<file path="src/rtl/philv_imem_loader_if.sv">
// Byte-stream input, instruction-memory write port and core-control outputs of the
// Philosophy V boot loader. The master is the stream source and memory side; the slave is the loader.
interface philv_imem_loader_if #(
    parameter int ADDR_WIDTH = 8
);
    logic                  in_valid;
    logic [7:0]            in_data;
    logic                  in_ready;
    logic                  imem_wr_en;
    logic [ADDR_WIDTH-1:0] imem_wr_addr;
    logic [31:0]           imem_wr_data;
    logic                  core_rstb;
    logic                  load_done;
    logic                  err;

    modport master (
        output in_valid,
        output in_data,
        input  in_ready,
        input  imem_wr_en,
        input  imem_wr_addr,
        input  imem_wr_data,
        input  core_rstb,
        input  load_done,
        input  err
    );

    modport slave (
        input  in_valid,
        input  in_data,
        output in_ready,
        output imem_wr_en,
        output imem_wr_addr,
        output imem_wr_data,
        output core_rstb,
        output load_done,
        output err
    );
endinterface

</file>
<file path="src/rtl/philv_imem_loader.sv">
// Boot-time loader: assembles a length-prefixed little-endian byte stream into 32-bit
// instruction words, verifies an XOR checksum and only then releases the core from reset.
module philv_imem_loader #(
    parameter int ADDR_WIDTH = 8
) (
    input  logic                clk,
    input  logic                rstb,
    philv_imem_loader_if.slave  bus
);

    // Word count is 16 bits wide, so compare against capacity with one extra bit.
    localparam logic [16:0] CAPACITY = 17'(1) << ADDR_WIDTH;

    typedef enum logic [2:0] {
        S_LEN0,
        S_LEN1,
        S_DATA,
        S_CSUM,
        S_RUN,
        S_ERR
    } state_t;

    state_t r_state;
    state_t w_state_next;

    logic [7:0]            r_n_lo;
    logic [15:0]           r_n;
    logic [1:0]            r_lane;
    logic [15:0]           r_word_idx;
    logic [31:0]           r_word;
    logic [7:0]            r_xor;
    logic                  r_wr_en;
    logic [ADDR_WIDTH-1:0] r_wr_addr;
    logic [31:0]           r_wr_data;

    logic        w_ready;
    logic        w_accept;
    logic [15:0] w_n_full;
    logic        w_lane_last;
    logic        w_last_word;
    logic [31:0] w_word_next;

    assign w_ready     = ((r_state == S_LEN0) || (r_state == S_LEN1) ||
                          (r_state == S_DATA) || (r_state == S_CSUM)) && !rstb;
    assign w_accept    = bus.in_valid && w_ready;
    assign w_n_full    = {bus.in_data, r_n_lo};
    assign w_lane_last = (r_lane == 2'd3);
    assign w_last_word = (r_word_idx == (r_n - 16'd1));

    // Incoming byte replaces its lane; the other lanes keep what was already collected.
    genvar gi;
    generate
        for (gi = 0; gi < 4; gi++) begin : g_lane
            assign w_word_next[gi*8 +: 8] = (r_lane == 2'(gi)) ? bus.in_data
                                                                : r_word[gi*8 +: 8];
        end
    endgenerate

    always_ff @(posedge clk or posedge rstb) begin
        if (rstb) begin
            r_state <= S_LEN0;
        end else begin
            r_state <= w_state_next;
        end
    end

    always_comb begin
        w_state_next = r_state;
        case (r_state)
            S_LEN0: begin
                if (w_accept) begin
                    w_state_next = S_LEN1;
                end
            end
            S_LEN1: begin
                if (w_accept) begin
                    if (w_n_full == 16'd0) begin
                        w_state_next = S_CSUM;
                    end else if ({1'b0, w_n_full} > CAPACITY) begin
                        w_state_next = S_ERR;
                    end else begin
                        w_state_next = S_DATA;
                    end
                end
            end
            S_DATA: begin
                if (w_accept && w_lane_last && w_last_word) begin
                    w_state_next = S_CSUM;
                end
            end
            S_CSUM: begin
                if (w_accept) begin
                    w_state_next = (bus.in_data == r_xor) ? S_RUN : S_ERR;
                end
            end
            default: begin
                w_state_next = r_state;
            end
        endcase
    end

    always_ff @(posedge clk or posedge rstb) begin
        if (rstb) begin
            r_n_lo     <= '0;
            r_n        <= '0;
            r_lane     <= '0;
            r_word_idx <= '0;
            r_word     <= '0;
            r_xor      <= '0;
            r_wr_en    <= 1'b0;
            r_wr_addr  <= '0;
            r_wr_data  <= '0;
        end else begin
            r_wr_en <= 1'b0;
            if (w_accept) begin
                case (r_state)
                    S_LEN0: begin
                        r_n_lo <= bus.in_data;
                    end
                    S_LEN1: begin
                        r_n <= w_n_full;
                    end
                    S_DATA: begin
                        r_word <= w_word_next;
                        r_xor  <= r_xor ^ bus.in_data;
                        r_lane <= r_lane + 2'd1;
                        // Address and data stay put after the pulse until the next word.
                        if (w_lane_last) begin
                            r_wr_en    <= 1'b1;
                            r_wr_addr  <= r_word_idx[ADDR_WIDTH-1:0];
                            r_wr_data  <= w_word_next;
                            r_word_idx <= r_word_idx + 16'd1;
                        end
                    end
                    default: begin
                    end
                endcase
            end
        end
    end

    assign bus.in_ready     = w_ready;
    assign bus.imem_wr_en   = r_wr_en;
    assign bus.imem_wr_addr = r_wr_addr;
    assign bus.imem_wr_data = r_wr_data;
    assign bus.core_rstb    = (r_state != S_RUN);
    assign bus.load_done    = (r_state == S_RUN);
    assign bus.err          = (r_state == S_ERR);

endmodule

</file>
<file path="src/flat_wrapper.sv">
// flat-port wrapper written by rule: the top's interface ports become plain ports
module philv_imem_loader_flat 
#(
    parameter int ADDR_WIDTH = 8
)
  (clk, rstb, bus_in_valid, bus_in_data, bus_in_ready, bus_imem_wr_en, bus_imem_wr_addr, bus_imem_wr_data, bus_core_rstb, bus_load_done, bus_err);
  philv_imem_loader_if #(.ADDR_WIDTH(ADDR_WIDTH)) bus_i ();
  input  logic clk;
  input  logic rstb;
  input wire logic [$bits(bus_i.in_valid)-1:0] bus_in_valid;
  input wire logic [$bits(bus_i.in_data)-1:0] bus_in_data;
  output wire logic [$bits(bus_i.in_ready)-1:0] bus_in_ready;
  output wire logic [$bits(bus_i.imem_wr_en)-1:0] bus_imem_wr_en;
  output wire logic [$bits(bus_i.imem_wr_addr)-1:0] bus_imem_wr_addr;
  output wire logic [$bits(bus_i.imem_wr_data)-1:0] bus_imem_wr_data;
  output wire logic [$bits(bus_i.core_rstb)-1:0] bus_core_rstb;
  output wire logic [$bits(bus_i.load_done)-1:0] bus_load_done;
  output wire logic [$bits(bus_i.err)-1:0] bus_err;
  assign bus_i.in_valid = bus_in_valid;
  assign bus_i.in_data = bus_in_data;
  assign bus_in_ready = bus_i.in_ready;
  assign bus_imem_wr_en = bus_i.imem_wr_en;
  assign bus_imem_wr_addr = bus_i.imem_wr_addr;
  assign bus_imem_wr_data = bus_i.imem_wr_data;
  assign bus_core_rstb = bus_i.core_rstb;
  assign bus_load_done = bus_i.load_done;
  assign bus_err = bus_i.err;
  philv_imem_loader #(.ADDR_WIDTH(ADDR_WIDTH)) u_core (.clk(clk), .rstb(rstb), .bus(bus_i));
endmodule
</file>
<file path="config.mk">
export PLATFORM = sky130hd
export DESIGN_NAME = philv_imem_loader_flat
export DESIGN_NICKNAME = d
export VERILOG_FILES = /design/src/rtl/philv_imem_loader_if.sv /design/src/rtl/philv_imem_loader.sv /design/src/flat_wrapper.sv
export SDC_FILE = /design/constraint.sdc
export NUM_CORES = 1
export LEC_CHECK = 0
export CORE_MARGIN = 5
export CORE_UTILIZATION = 36
export DETAILED_ROUTE_END_ITERATION = 10
export PLACE_DENSITY = 0.54
export SYNTH_ARGS = -nofsm -noshare
export SYNTH_HDL_FRONTEND = slang
export SYNTH_SLANG_ARGS = --single-unit
</file>
<file path="constraint.sdc">
create_clock -name clk -period 5.5 [get_ports clk]
set_input_delay 1.1 -clock clk [delete_from_list [all_inputs] [get_ports clk]]
set_output_delay 1.1 -clock clk [all_outputs]
set_load 0.02 [all_outputs]
</file>
==> key figures, run 1 <==
Global routing
  – Pin count of the biggest net entering global routing: 55
  – Global-route wire length before repair: 20.7 mm
  – Global routing usage summed across all routing layers: 0.148
  – GRT busiest layer: met2
  – Number of antenna violations at the first check in global routing: 0
  – Met2 usage in global routing: 0.248
  – Vias in the first global route: 4026
  – Total global routing overflow: 0
  – Met1 GRT Util: 0.182
  – Global routing met3 resource utilization: 0.0483

Critical path
  – Element type at the critical path end: register
  – Worst path top cell family by delay: simple AND/OR/NAND/NOR gates
  – Critical Path Start Type: input port
  – Critical Path Slowest Stage Cell: nor3b_1
  – CP max stage delay: 0.62 ns
  – Worst reg2reg path startpoint: u_core.r_state[2]
  – Req. time, crit path: 5.79 ns
  – Crit Path Class: in2reg
  – Arrival time of the worst setup path: 3.90 ns
  – Critical-path maximum fanout: 18
  – CP cell instances: clkdlybuf4s50_1 > nor3b_1 > nand3_2 > inv_1 > nand3_1 > nor4_1 > nand4_1 > o31ai_2 > mux2_2
  – Combined buffer and inverter count along the critical path: 2
  – Launching instance or port of the critical path: rstb

Cells and area
  – Share of layout cells above drive strength 1: 0.170
  – Fill count: 1403
  – Nets: 568
  – Footprint of the flip-flops and latches: 0.00295 mm2
  – Total area of multi-input combinational cells: 0.00240 mm2
  – Total inserted antenna cells: 0
  – Layout overhead on the synthesized area: 24.9%
  – Most common cell after layout, fill and taps aside: dfrtp_1
  – Commonest cells after routing, fill and taps aside: dfrtp_1, nand2_1, clkdlybuf4s50_1, mux2_2, xnor2_1

Clock tree
  – Clock buffers created by TritonCTS: 17
  – Clock tree root driver cell: clkbuf_16
  – Total of hold buffers inserted after clock tree synthesis: 0
  – CTS sink count: 118
  – Clock tree from TritonCTS: built
  – Clock insertion delay at the later pin of the skew report: 0.41 ns
  – Post-CTS setup-driven buffer insertion count: 0
  – Htree depth: 4
  – Largest buffer count on any clock path: 2
  – Post-cts sizing count: 0
  – Clock slew at reported path FFs: 0.05 ns

Hold path
  – Path class of the lowest-slack min-delay path: reg2reg
  – Hold path startpoint: u_core.bus.imem_wr_addr[6]

STA
  – Number of pins with negative max-slew slack in the final report: 0
  – Setup tns final: 0 ns
  – Highest clock rate: 277 MHz
  – Post-route fraction of the period consumed by the critical path: 0.655
  – Tightest slew margin relative to the limit: 0.523
  – Number of endpoints with negative hold slack in the final report: 0
  – Setup Skew: 0.00856 ns
  – RSZ-0062 raised after global routing: false
  – Total of endpoints with negative setup slack in the final report: 0
  – Worst Max-Slew Pin Slew: 0.713 ns
  – Final critical path time including I/O delays and setup: 3.60 ns

Placed design
  – GPL Wtd Cong: 0.815
  – HPWL after DPL: 8.32 mm
  – Count of input and output buffers: 55

Die
  – Core ar.: 0.0151 mm2
  – X dimension of the die: 133 um
  – Initial standard-cell utilization of the core: 0.364
  – Die Footprint: 0.0178 mm2
  – Number of placement rows: 45
  – Die height: 133 um
  – Number of placed I/O pins: 56

Yosys
  – Number of enable flip-flop cells after synthesis: 0
  – Share of the yosys chip area belonging to registers: 0.538
  – Cell variety after synth: 45
  – Warning count from the yosys run: 0
  – Synth Flop Type: dfrtp_1
  – Post-Synthesis Mean Instance Area: 11.0 um2
  – Cell area after technology mapping: 0.00549 mm2
  – Number of nets produced by synthesis: 517
  – Post-Syn Instances: 500
  – Post-synth ARST share: 1.00
  – Number of flip-flops and latches in the synthesized netlist: 118

Routing
  – Post-route antenna net violation count: 0
  – Vias after detailed routing: 3699
  – Post-DR vias/cell: 4.92
  – Average routed wire per standard cell: 16.4 um
  – Wire length after detailed routing: 12.4 mm
  – DR iter-0 viols: 204
  – First drt pass iteration count: 4
  – Number of DRC violations after detailed routing: 0

Power and ir drop
  – Total power after layout: 2.10 mW
  – Leakage power of the design: 3.11 nW
  – Ratio of total power to cell area: 307 mW/mm2
  – Worst vdd rail ir drop: 0.000208 V

Flow run
  – Max-capacitance violation count: 0

Status
  – Outcome: finished, final reports clean
[per-layer routing]
metal,share of wire,wire length [um],vias up
met1,0.46,5690,1842
met2,0.50,6140,52
met5,0,0,-
met3,0.034,420,11
li1,-,-,1794
met4,0.0091,112,0
[kinds of logic (layout without fill, tap and decap cells)]
family / count (synthesis) / in the layout / share of synthesized area
and+or+nand+nor: 168 / 168 / 0.144
xor gates and xnor gates: 51 / 51 / 0.0814
adders and majority gates: 6 / 6 / 0.0137
DFF: 118 / 118 / 0.538
AOI/OAI and AO/OA: 45 / 45 / 0.0490
buffers and inverters: 37 / 101 / 0.0258
muxes: 75 / 75 / 0.148
[cell usage after synthesis (2+ instances only)]
cell | count | area (um2)
a211oi_1 | 2 | 15.0
a21oi_1 | 3 | 15.0
and2_1 | 2 | 12.5
and3_1 | 3 | 18.8
buf_1 | 3 | 11.3
clkbuf_1 | 23 | 86.3
dfrtp_1 | 118 | 2950
ha_1 | 6 | 75.1
inv_1 | 9 | 33.8
mux2_2 | 47 | 529
mux2i_1 | 28 | 280
nand2_1 | 106 | 398
nand3_1 | 14 | 70.1
nand4_1 | 6 | 37.5
nor2_1 | 9 | 33.8
nor3_1 | 5 | 25.0
nor3b_1 | 2 | 15.0
nor4_1 | 7 | 43.8
o21ai_0 | 30 | 150
or2_2 | 2 | 12.5
or4_1 | 2 | 15.0
xnor2_1 | 39 | 342
xor2_1 | 12 | 105
[cell type report]
type	count	share of cell area
Inverter	9	0.00530
Clock inverter	12	0.0254
Multi-Input combinational cell	345	0.350
Tap cell	188	0.0343
Timing Repair Buffer	60	0.0859
Sequential cell	118	0.431
Clock buffer	20	0.0681
[flip-flops by register name (all words and copies together) (netlist names), 2 cells and up]
signal                   flops
u_core.bus.imem_wr_data     32
u_core.r_word               24
u_core.r_n                  16
u_core.r_word_idx           16
u_core.bus.imem_wr_addr      8
u_core.r_n_lo                8
u_core.r_xor                 8
u_core.r_state               3
u_core.r_lane                2
[worst reg2reg max path: stages, from the launching register on]
cell     delay (ns)
dfrtp_1        0.42
nor3b_1        0.62
nand3_2        0.49
inv_1          0.20
nand3_1        0.09
nor4_1         0.21
nand4_1        0.14
o31ai_2        0.22
mux2_2         0.35
[metrics by stage]
stage	cells	instance area (um2)	hold WS [ns]	utilization	worst slack, ns
global placement	720	6210	0.467	0.411	1.51
finish	752	6850	0.474	0.454	1.90
floorplan	500	5490	0.464	-	1.27
detailed placement	720	6210	0.470	0.411	1.47
CTS	752	6850	0.483	0.454	1.91
global route	752	6850	0.497	0.454	1.53
[final timing paths]
path / slack (ns) / end / cells after the start
max in group asynchronous: 3.38 / u_core.r_word[11] / 3
min in group asynchronous: 1.09 / u_core.r_state[2] / 2
min: 0.47 / u_core.bus.imem_wr_addr[6] / 2
min reg2reg: 0.47 / u_core.bus.imem_wr_addr[6] / 2
max: 1.90 / u_core.r_state[0] / 9
max reg2reg: 2.64 / u_core.r_state[0] / 8
[report_power, final]
group / internal [mW] / leakage [nW] / switching [mW]
registers: 0.869 / 1.62 / 0.000818
logic: 0.0127 / 1.17 / 0.0364
clock network: 0.793 / 0.316 / 0.390
total: 1.68 / 3.11 / 0.427
Note: power is estimated with default switching activity, not from simulation.
==> run 2, diff against run 1 <==
==> constraint.sdc (replaced) <==
create_clock -name clk -period 3.75 [get_ports clk]
set_input_delay 0.75 -clock clk [delete_from_list [all_inputs] [get_ports clk]]
set_output_delay 0.75 -clock clk [all_outputs]
set_load 0.02 [all_outputs]
==> key figures, run 2 (synthesized netlist as in run 1, its figures left out) <==
Cells and area
  – Utilization after layout: 0.452 (was 0.454)
  – Layout overhead on the synthesized area: 24.3% (was 24.9%)
  – Final cell count without fillers: 756 (was 752)
  – Number of flip-flops under the largest register name: 32 (unchanged)
  – Fill count: 1438 (was 1403)
  – Share of layout cells above drive strength 1: 0.171 (was 0.170)
  – Nets: 572 (was 568)
  – Commonest cells after routing, fill and taps aside: dfrtp_1, nand2_1, clkdlybuf4s50_1, mux2_2, xnor2_1 (unchanged)
  – Total inserted antenna cells: 0 (unchanged)
  – Most common cell after layout, fill and taps aside: dfrtp_1 (unchanged)

Critical path
  – Crit Path Class: reg2reg (was in2reg)
  – Arrival time of the worst setup path: 3.29 ns (was 3.90 ns)
  – Launching instance or port of the critical path: u_core.r_n[0] (was rstb)
  – Req. time, crit path: 4.04 ns (was 5.79 ns)
  – CP max stage delay: 0.53 ns (was 0.62 ns)
  – Worst reg2reg path startpoint: u_core.r_n[0] (was u_core.r_state[2])
  – Critical Path Start Type: register (was input port)
  – CP cell instances: inv_1 > ha_1 > or4b_4 > or2_2 > o41ai_1 > nand4_1 > o31ai_2 > mux2_2 (was clkdlybuf4s50_1 > nor3b_1 > nand3_2 > inv_1 > nand3_1 > nor4_1 > nand4_1 > o31ai_2 > mux2_2)
  – Critical Path Slowest Stage Cell: or4b_4 (was nor3b_1)
  – Critical-path maximum fanout: 6 (was 18)
  – Element type at the critical path end: register (unchanged)

Power and ir drop
  – Worst vdd rail ir drop: 0.000323 V (was 0.000208 V)
  – Reg power frac: 0.444 (was 0.414)
  – Switching power: 601 uW (was 427 uW)
  – Cell internal pwr: 2.27 mW (was 1.68 mW)
  – Relative contribution of combinational cells to total power: 0.027 (was 0.023)
  – Leakage power of the design: 3.08 nW (was 3.11 nW)
  – Relative contribution of the clock network to total power: 0.529 (was 0.563)
  – Switching part of the total power: 0.209 (was 0.203)
  – Ratio of total power to cell area: 422 mW/mm2 (was 307 mW/mm2)

Routing
  – Post-DR vias/cell: 4.90 (was 4.92)
  – DR iter-0 viols: 174 (was 204)
  – Vias after detailed routing: 3707 (was 3699)
  – Wire length after detailed routing: 12.1 mm (was 12.4 mm)
  – Post-route antenna net violation count: 0 (unchanged)
  – Average routed wire per standard cell: 16.0 um (was 16.4 um)
  – First drt pass iteration count: 4 (unchanged)
  – Number of DRC violations after detailed routing: 0 (unchanged)

STA
  – Setup tns final: 0 ns (unchanged)
  – Total of endpoints with negative setup slack in the final report: 0 (unchanged)
  – Worst Max-Slew Pin Slew: 0.721 ns (was 0.713 ns)
  – Tightest slew margin relative to the limit: 0.518 (was 0.523)
  – RSZ-0062 raised after global routing: false (unchanged)
  – Post-route fraction of the period consumed by the critical path: 0.801
  – Final critical path time including I/O delays and setup: 3.00 ns
  – Number of endpoints with negative hold slack in the final report: 0 (unchanged)
  – Number of pins with negative max-slew slack in the final report: 0 (unchanged)
  – Highest clock rate: 333 MHz
  – Setup Skew: 0.00787 ns (was 0.00856 ns)

Die
  – Core ar.: 0.0151 mm2 (unchanged)
  – Die Footprint: 0.0178 mm2 (unchanged)
  – Initial standard-cell utilization of the core: 0.364 (unchanged)
  – Number of placement rows: 45 (unchanged)
  – Die height: 133 um (unchanged)
  – X dimension of the die: 133 um (unchanged)
  – Number of placed I/O pins: 56 (unchanged)

Clock tree
  – Clock tree root driver cell: clkbuf_16 (unchanged)
  – Clock buffers created by TritonCTS: 17 (unchanged)
  – Post-cts sizing count: 0 (unchanged)
  – Total of hold buffers inserted after clock tree synthesis: 0 (unchanged)
  – Clock slew at reported path FFs: 0.05 ns (about the same)
  – Htree depth: 4 (unchanged)
  – Largest buffer count on any clock path: 2 (unchanged)
  – Clock tree from TritonCTS: built (unchanged)
  – Clock insertion delay at the later pin of the skew report: 0.41 ns (about the same)
  – Post-CTS setup-driven buffer insertion count: 0 (unchanged)
  – CTS sink count: 118 (unchanged)

Placed design
  – Number of cells after detailed placement: 724 (was 720)
  – GPL Wtd Cong: 0.861 (was 0.815)
  – HPWL after DPL: 8.25 mm (was 8.32 mm)
  – Count of input and output buffers: 55 (unchanged)

Global routing
  – Number of antenna violations at the first check in global routing: 0 (unchanged)
  – Pin count of the biggest net entering global routing: 69 (was 55)
  – Vias in the first global route: 3931 (was 4026)
  – Global routing usage summed across all routing layers: 0.146 (was 0.148)
  – Global-route wire length before repair: 20.5 mm (was 20.7 mm)
  – Total global routing overflow: 0 (unchanged)

Hold path
  – Hold path startpoint: u_core.bus.imem_wr_addr[3] (was u_core.bus.imem_wr_addr[6])
  – Path class of the lowest-slack min-delay path: reg2reg (unchanged)

Status
  – Outcome: finished, final reports clean (unchanged)

Flow run
  – Max-capacitance violation count: 0 (unchanged)
-- run 2: area by class of cell --
cell class              instances  area, um2  area share
repair buffers                 64        631      0.0925
well taps                     188        235      0.0345
clock inverters                 8       72.6      0.0106
clock buffers                  24        492      0.0721
multi-input cells             345       2400       0.352
inverters                       9       37.5     0.00551
flip-flops and latches        118       2950       0.433
-- run 2: worst paths after layout --
path | to | slack, ns | depth (start not counted)
worst max-delay path | u_core.r_state[0] | 0.75 | 8
worst min-delay path | u_core.bus.imem_wr_addr[3] | 0.47 | 2
worst max register to register | u_core.r_state[0] | 0.75 | 8
worst min register to register | u_core.bus.imem_wr_addr[3] | 0.47 | 2
max in group asynchronous | u_core.bus.imem_wr_addr[1] | 2.06 | 3
min in group asynchronous | u_core.r_n[13] | 0.85 | 2
-- run 2: metrics by stage --
step | setup slack, ns | hold slack (ns) | area (um2) | total power [mW]
detailed placement | 0.589 | 0.467 | 6250 | 1.38
finish | 0.748 | 0.475 | 6820 | 2.87
global route | 0.538 | 0.502 | 6820 | 2.98
floorplan | 1.14 | 0.464 | 5490 | 1.34
global placement | 0.617 | 0.461 | 6250 | 1.38
CTS | 0.727 | 0.481 | 6820 | 2.92
-- run 2: layer usage --
metal	part of all wire	track usage	wire, um
met3	0.033	0.0393	402
met2	0.50	0.240	6010
met1	0.46	0.182	5520
met4	0.016	0.0600	190
met5	0	0	0
-- run 2: critical path, delay by kind of cell (launching register included) --
kind / cells / cell delay [ns]
DFF: 1 / 0.44
buffers and inverters: 1 / 0.10
adders and majority gates: 1 / 0.24
muxes: 1 / 0.35
and+or+nand+nor: 3 / 1.07
AOI/OAI and AO/OA: 2 / 0.69
-- run 2: power groups by stage --
stage / clock network, mW / registers [mW] / logic (mW)
floorplan: 0 / 1.30 / 0.0379
finish: 1.52 / 1.28 / 0.0768
global placement: 0 / 1.30 / 0.0795
global route: 1.62 / 1.28 / 0.0867
detailed placement: 0 / 1.30 / 0.0804
CTS: 1.56 / 1.28 / 0.0805
==> patch 1: new RTL, flow settings as in run 2 <==
`ADDR_WIDTH` is set to 8 in 3 places; all go to 9.
--- a/src/rtl/philv_imem_loader_if.sv
+++ b/src/rtl/philv_imem_loader_if.sv
@@ -1,7 +1,7 @@
 // Byte-stream input, instruction-memory write port and core-control outputs of the
 // Philosophy V boot loader. The master is the stream source and memory side; the slave is the loader.
 interface philv_imem_loader_if #(
-    parameter int ADDR_WIDTH = 8
+    parameter int ADDR_WIDTH = 9
 );
     logic                  in_valid;
     logic [7:0]            in_data;
--- a/src/rtl/philv_imem_loader.sv
+++ b/src/rtl/philv_imem_loader.sv
@@ -1,7 +1,7 @@
 // Boot-time loader: assembles a length-prefixed little-endian byte stream into 32-bit
 // instruction words, verifies an XOR checksum and only then releases the core from reset.
 module philv_imem_loader #(
-    parameter int ADDR_WIDTH = 8
+    parameter int ADDR_WIDTH = 9
 ) (
     input  logic                clk,
     input  logic                rstb,
--- a/src/flat_wrapper.sv
+++ b/src/flat_wrapper.sv
@@ -1,7 +1,7 @@
 // flat-port wrapper written by rule: the top's interface ports become plain ports
 module philv_imem_loader_flat 
 #(
-    parameter int ADDR_WIDTH = 8
+    parameter int ADDR_WIDTH = 9
 )
   (clk, rstb, bus_in_valid, bus_in_data, bus_in_ready, bus_imem_wr_en, bus_imem_wr_addr, bus_imem_wr_data, bus_core_rstb, bus_load_done, bus_err);
   philv_imem_loader_if #(.ADDR_WIDTH(ADDR_WIDTH)) bus_i ();
Interface: changed (resized bus_imem_wr_addr); port bits go from 56 to 57. The function was not compared with the original's and may differ.
==> patch 1 against run 2 <==
- sequential cell count increased by 1
- critical endpoint unchanged
- utilization rose by 0.57 points
- synthesized area rose by 1.0%
- cell area grew 1.6%
- routed wire length increased by 0.76%
- global-route usage increased by 0.086 points
- setup slack improved by 0.12 ns
Power is not compared: it rests on default switching activity, and its combinational part moved more than twofold at a synthesized area within 25%.
==> patch 1: results (changes against run 2) <==
outcome:
  status: "complete, no violations"
setup_path:
  critPathSlowestCell: "clkdlybuf4s50_1"
  crit_family: "simple AND/OR/NAND/NOR gates"
  worst_ep_arrival_time_ns: 3.18  # -0.11 ns
  max_stage_delay_ns: 0.52
  critPathMaxFanout: 13  # +7
placement:
  port_buffers: 56  # +1.8%
  placedCellCount: 729  # +0.69%
  dp_hpwl_mm: 8.35  # +1.2%
  place_congestion: 0.866  # +0.66%
  place_area_um2: 6300  # +0.84%
  pre_cts_slack_ns: 0.449  # -0.140 ns
detailed_routing:
  route.vias.total: 3710  # +0.081%
  routed_wl_mm: 12.2  # +0.76%
  drt_first_pass_iters: 4  # unchanged
  drtIter0Drc: 187  # +7.5%
power_and_ir_drop:
  comb_cell_power_mw: 0.644
  p_seq_share_pct: 40.1
  p_leak_nw: 3.06
  p_int_mw: 2.90
  sw_frac_of_total_pct: 26.4
  ir_drop_uv: 346
clock_network:
  h-tree-depth: 4  # unchanged
  cts_max_path_buffers: 2  # unchanged
  worst_skew_pair.late_latency_ns: 0.42
  postCtsResizedCells: 0  # unchanged
  cts_setup_buffers: 0  # unchanged
  clk_pin_slew_worst_paths_ns: 0.05  # about the same
  cts_root_buffer: "clkbuf_16"
  cts_buffers: 17  # unchanged
sta:
  tns_ns: 0  # unchanged
  worstMarginPinSlew_ns: 0.894  # +0.173 ns
  finClkSkew_ns: 0.00728  # -0.000593 ns
synthesis:
  postSynthCellCount: 505  # +1.0%
  synthTopCellsByCount: "119 x dfrtp_1, 106 x nand2_1, 49 x mux2_2"
  seq_area_frac_synth_pct: 53.7  # -0.11 points
  yosys_warnings: 0  # unchanged
  synthArstFlopShare_pct: 100  # unchanged
  synthTopCellsByArea: "dfrtp_1 54%, mux2_2 10%, nand2_1 7.2%"
  synthDistinctLibCells: 44  # -2.2%
  syn-num-nets: 522  # +0.97%
  synthFlopType: "dfrtp_1"
layout:
  layout-drive-gt1-share_pct: 16.6  # -0.47 points
  nets: 577  # +0.87%
  largest_reg_flops: 32  # unchanged
  diodes: 0  # unchanged
  final_cell_count_no_fill: 760  # +0.53%
global_routing:
  antenna_found_initial: 1  # +1
  grt_max_degree: 71  # +2.9%
  grtUsageTotal_pct: 14.7  # +0.086 points
  grt_pass1_wl_mm: 20.3  # -0.67%
  grt_pass1_vias: 3859  # -1.8%
worst_hold_path:
  hold_class: "reg -> reg"
[patch 1: cell types whose count changed after synthesis, moves of 2 or more]
| cell | before | now |
|---|---|---|
| clkbuf_1 | 23 | 25 |
| mux2_2 | 47 | 49 |
| nor2_1 | 9 | 14 |
| a21oi_1 | 3 | 1 |
| nor3b_1 | 2 | 0 |
| nand3_1 | 14 | 11 |
| xor2_1 | 12 | 17 |
| o21ai_0 | 30 | 27 |
| nand3b_1 | 0 | 2 |
| mux2i_1 | 28 | 25 |
| or2_2 | 2 | 0 |
[patch 1: worst paths after layout]
kind	slack [ns]	endpoint	startpoint	cells after the start
max	0.86	u_core.r_state[0]	rstb	8
min	0.47	u_core.bus.imem_wr_addr[4]	u_core.bus.imem_wr_addr[4]	2
max reg2reg	1.16	u_core.r_state[0]	u_core.r_n[0]	9
min reg2reg	0.47	u_core.bus.imem_wr_addr[4]	u_core.bus.imem_wr_addr[4]	2
max in group asynchronous	2.05	u_core.bus.imem_wr_addr[4]	rstb	3
min in group asynchronous	1.00	u_core.r_state[2]	rstb	3
[patch 1: kinds of logic after synthesis]
group / after synthesis / share of synthesized area (%)
compound gates: 40 / 4.38
flops: 119 / 53.7
buf+inv: 41 / 2.93
simple gates: 168 / 14.1
fa+ha+maj: 6 / 1.35
xor+xnor: 56 / 8.85
mux: 75 / 14.7
[patch 1: per-layer routing]
layer	GRT usage [%]	up-vias	wire length, µm
met5	0	-	13
met4	6.05	2	255
met3	4.20	24	418
met2	24.5	60	6100
met1	17.8	1815	5420
li1	-	1809	-
[patch 1: area by class of cell]
type / count / area, µm²
Multi-Input combinational cell: 345 / 2410
Fill cell: 1388 / 8220
Sequential cell: 119 / 2980
Tap cell: 188 / 235
Timing Repair Buffer: 67 / 643
Clock buffer: 24 / 482
Clock inverter: 7 / 141
Inverter: 10 / 41.3
==> patch 2: new RTL, flow settings as in run 2 <==
Without the edit above. Re-encode `state_t` (6 states) as one-hot, 6 bits wide.
--- a/src/rtl/philv_imem_loader.sv
+++ b/src/rtl/philv_imem_loader.sv
@@ -11,13 +11,13 @@
     // Word count is 16 bits wide, so compare against capacity with one extra bit.
     localparam logic [16:0] CAPACITY = 17'(1) << ADDR_WIDTH;
 
-    typedef enum logic [2:0] {
-        S_LEN0,
-        S_LEN1,
-        S_DATA,
-        S_CSUM,
-        S_RUN,
-        S_ERR
+    typedef enum logic [5:0] {
+        S_LEN0 = 6'b000001,
+        S_LEN1 = 6'b000010,
+        S_DATA = 6'b000100,
+        S_CSUM = 6'b001000,
+        S_RUN  = 6'b010000,
+        S_ERR  = 6'b100000
     } state_t;
 
     state_t r_state;
Behaviour: same outputs for any inputs over 10 cycles, from zero or initial values and one cycle with rstb high; not proved beyond that.
==> patch 2 against run 2 <==
- count of clock-buffer cells in the layout decreased by 1
- setup slack better by 0.11 ns
- synthesized area rose by 6.5%
- sequential share of layout area decreased by 0.87 points
- sequential cell count grew 3
- total power grew 0.22%
- cell area rose by 4.7%
- register-to-register slack better by 0.60 ns
- routed wire length increased by 7.6%
==> patch 2: results (changes against run 2) <==
layout:
  layout-drive-gt1-share_pct: 17.4  # +0.34 points
setup_path:
  worst_ep_arrival_time_ns: 2.14  # -1.15 ns
  crit_family: "buffers and inverters"
  critPathSlowestCell: "clkdlybuf4s50_1"
  critPathMaxFanout: 3  # -3
  max_stage_delay_ns: 0.65  # +0.12 ns
  crit_path_end: "bus_in_ready"
sta:
  relSlewSlack_pct: 55.5  # +3.7 points
  finClkSkew_ns: 0.00745  # -0.000417 ns
placement:
  place_congestion: 0.824  # -4.3%
  placedCellCount: 781  # +7.9%
  dp_hpwl_mm: 8.67  # +5.1%
detailed_routing:
  route.vias.total: 4032  # +8.8%
  drtIter0Drc: 202  # +16%
  routed_wl_mm: 13.0  # +7.6%
synthesis:
  syn-num-nets: 555  # +7.4%
  synthDistinctLibCells: 58  # +29%
  avgSynthCellArea_um2: 10.9  # -1.0%
  synthTopCellsByCount: "120 x dfrtp_1, 96 x nand2_1, 49 x mux2_2"
  seq_area_frac_synth_pct: 51.9  # -2.0 points
power_and_ir_drop:
  ir_drop_uv: 320  # -0.78%
  p_leak_nw: 3.22  # +4.6%
global_routing:
  grt_max_degree: 122  # +77%
  grt_pass1_vias: 4178  # +6.3%
outcome:
  status: "complete, no violations"
## patch 2: worst min-delay path, delay by kind of cell (launching register included)
family / cells / cell delay [ns]
flip-flops: 1 / 0.34
AND/OR/NAND/NOR: 2 / 0.10
## patch 2: worst min-delay path by stage
| stage | from | end | cells past startpoint |
|---|---|---|---|
| after floorplan | u_core.r_xor[6] | u_core.r_xor[6] | 1 |
| after global placement | u_core.bus.imem_wr_addr[1] | u_core.bus.imem_wr_addr[1] | 2 |
| after detailed placement | u_core.bus.imem_wr_data[28] | u_core.bus.imem_wr_data[28] | 2 |
| after CTS | u_core.bus.imem_wr_data[28] | u_core.bus.imem_wr_data[28] | 2 |
| after global routing | u_core.bus.imem_wr_data[28] | u_core.bus.imem_wr_data[28] | 2 |
| final | u_core.bus.imem_wr_data[28] | u_core.bus.imem_wr_data[28] | 2 |
## patch 2: logic make-up (layout without fill, tap and decap cells)
group	count (synthesis)	count (layout)	synth area share (%)
XOR/XNOR	55	55	8.25
adder cells (fa/ha/maj)	6	6	1.29
multiplexers	74	74	13.7
buffers and inverters	49	108	3.49
AO/OA/AOI/OAI	56	56	6.08
flip-flops	121	121	51.9
AND/OR/NAND/NOR	177	177	15.3
## patch 2: area by class of cell
cell class              instances  share of cell area [%]
clock inverters                 9                   0.929
multi-input cells             368                    36.5
inverters                      13                   0.736
well taps                     216                    3.79
flip-flops and latches        121                    42.4
clock buffers                  23                    6.84
repair buffers                 63                    8.73
## patch 2: power by group
group | leakage [nW] | switching [mW] | internal [mW] | total (mW)
combinational | 1.30 | 0.0520 | 0.0185 | 0.0704
clock | 0.262 | 0.588 | 0.915 | 1.50
sequential | 1.66 | 0 | 1.31 | 1.31
total | 3.22 | 0.640 | 2.24 | 2.88
## patch 2: stage by stage
step | hold WS, ns | power [mW] | cell area (µm²) | utilization [%] | setup slack, ns
global route | 0.496 | 2.99 | 7140 | 44.9 | 0.746
global placement | 0.467 | 1.40 | 6580 | 41.4 | 0.782
detailed placement | 0.461 | 1.40 | 6580 | 41.4 | 0.743
CTS | 0.475 | 2.92 | 7140 | 44.9 | 0.829
floorplan | 0.464 | 1.36 | 5840 | - | 0.198
finish | 0.471 | 2.88 | 7140 | 44.9 | 0.862
## patch 2: per-layer routing
| metal | vias up | GRT usage [%] | part of all wire (%) |
|---|---|---|---|
| met5 | - | 0 | 0 |
| met4 | 0 | 5.27 | 1.4 |
| met3 | 16 | 4.13 | 3.8 |
| met2 | 76 | 24.5 | 49 |
| met1 | 1989 | 19.1 | 46 |
| li1 | 1951 | - | - |
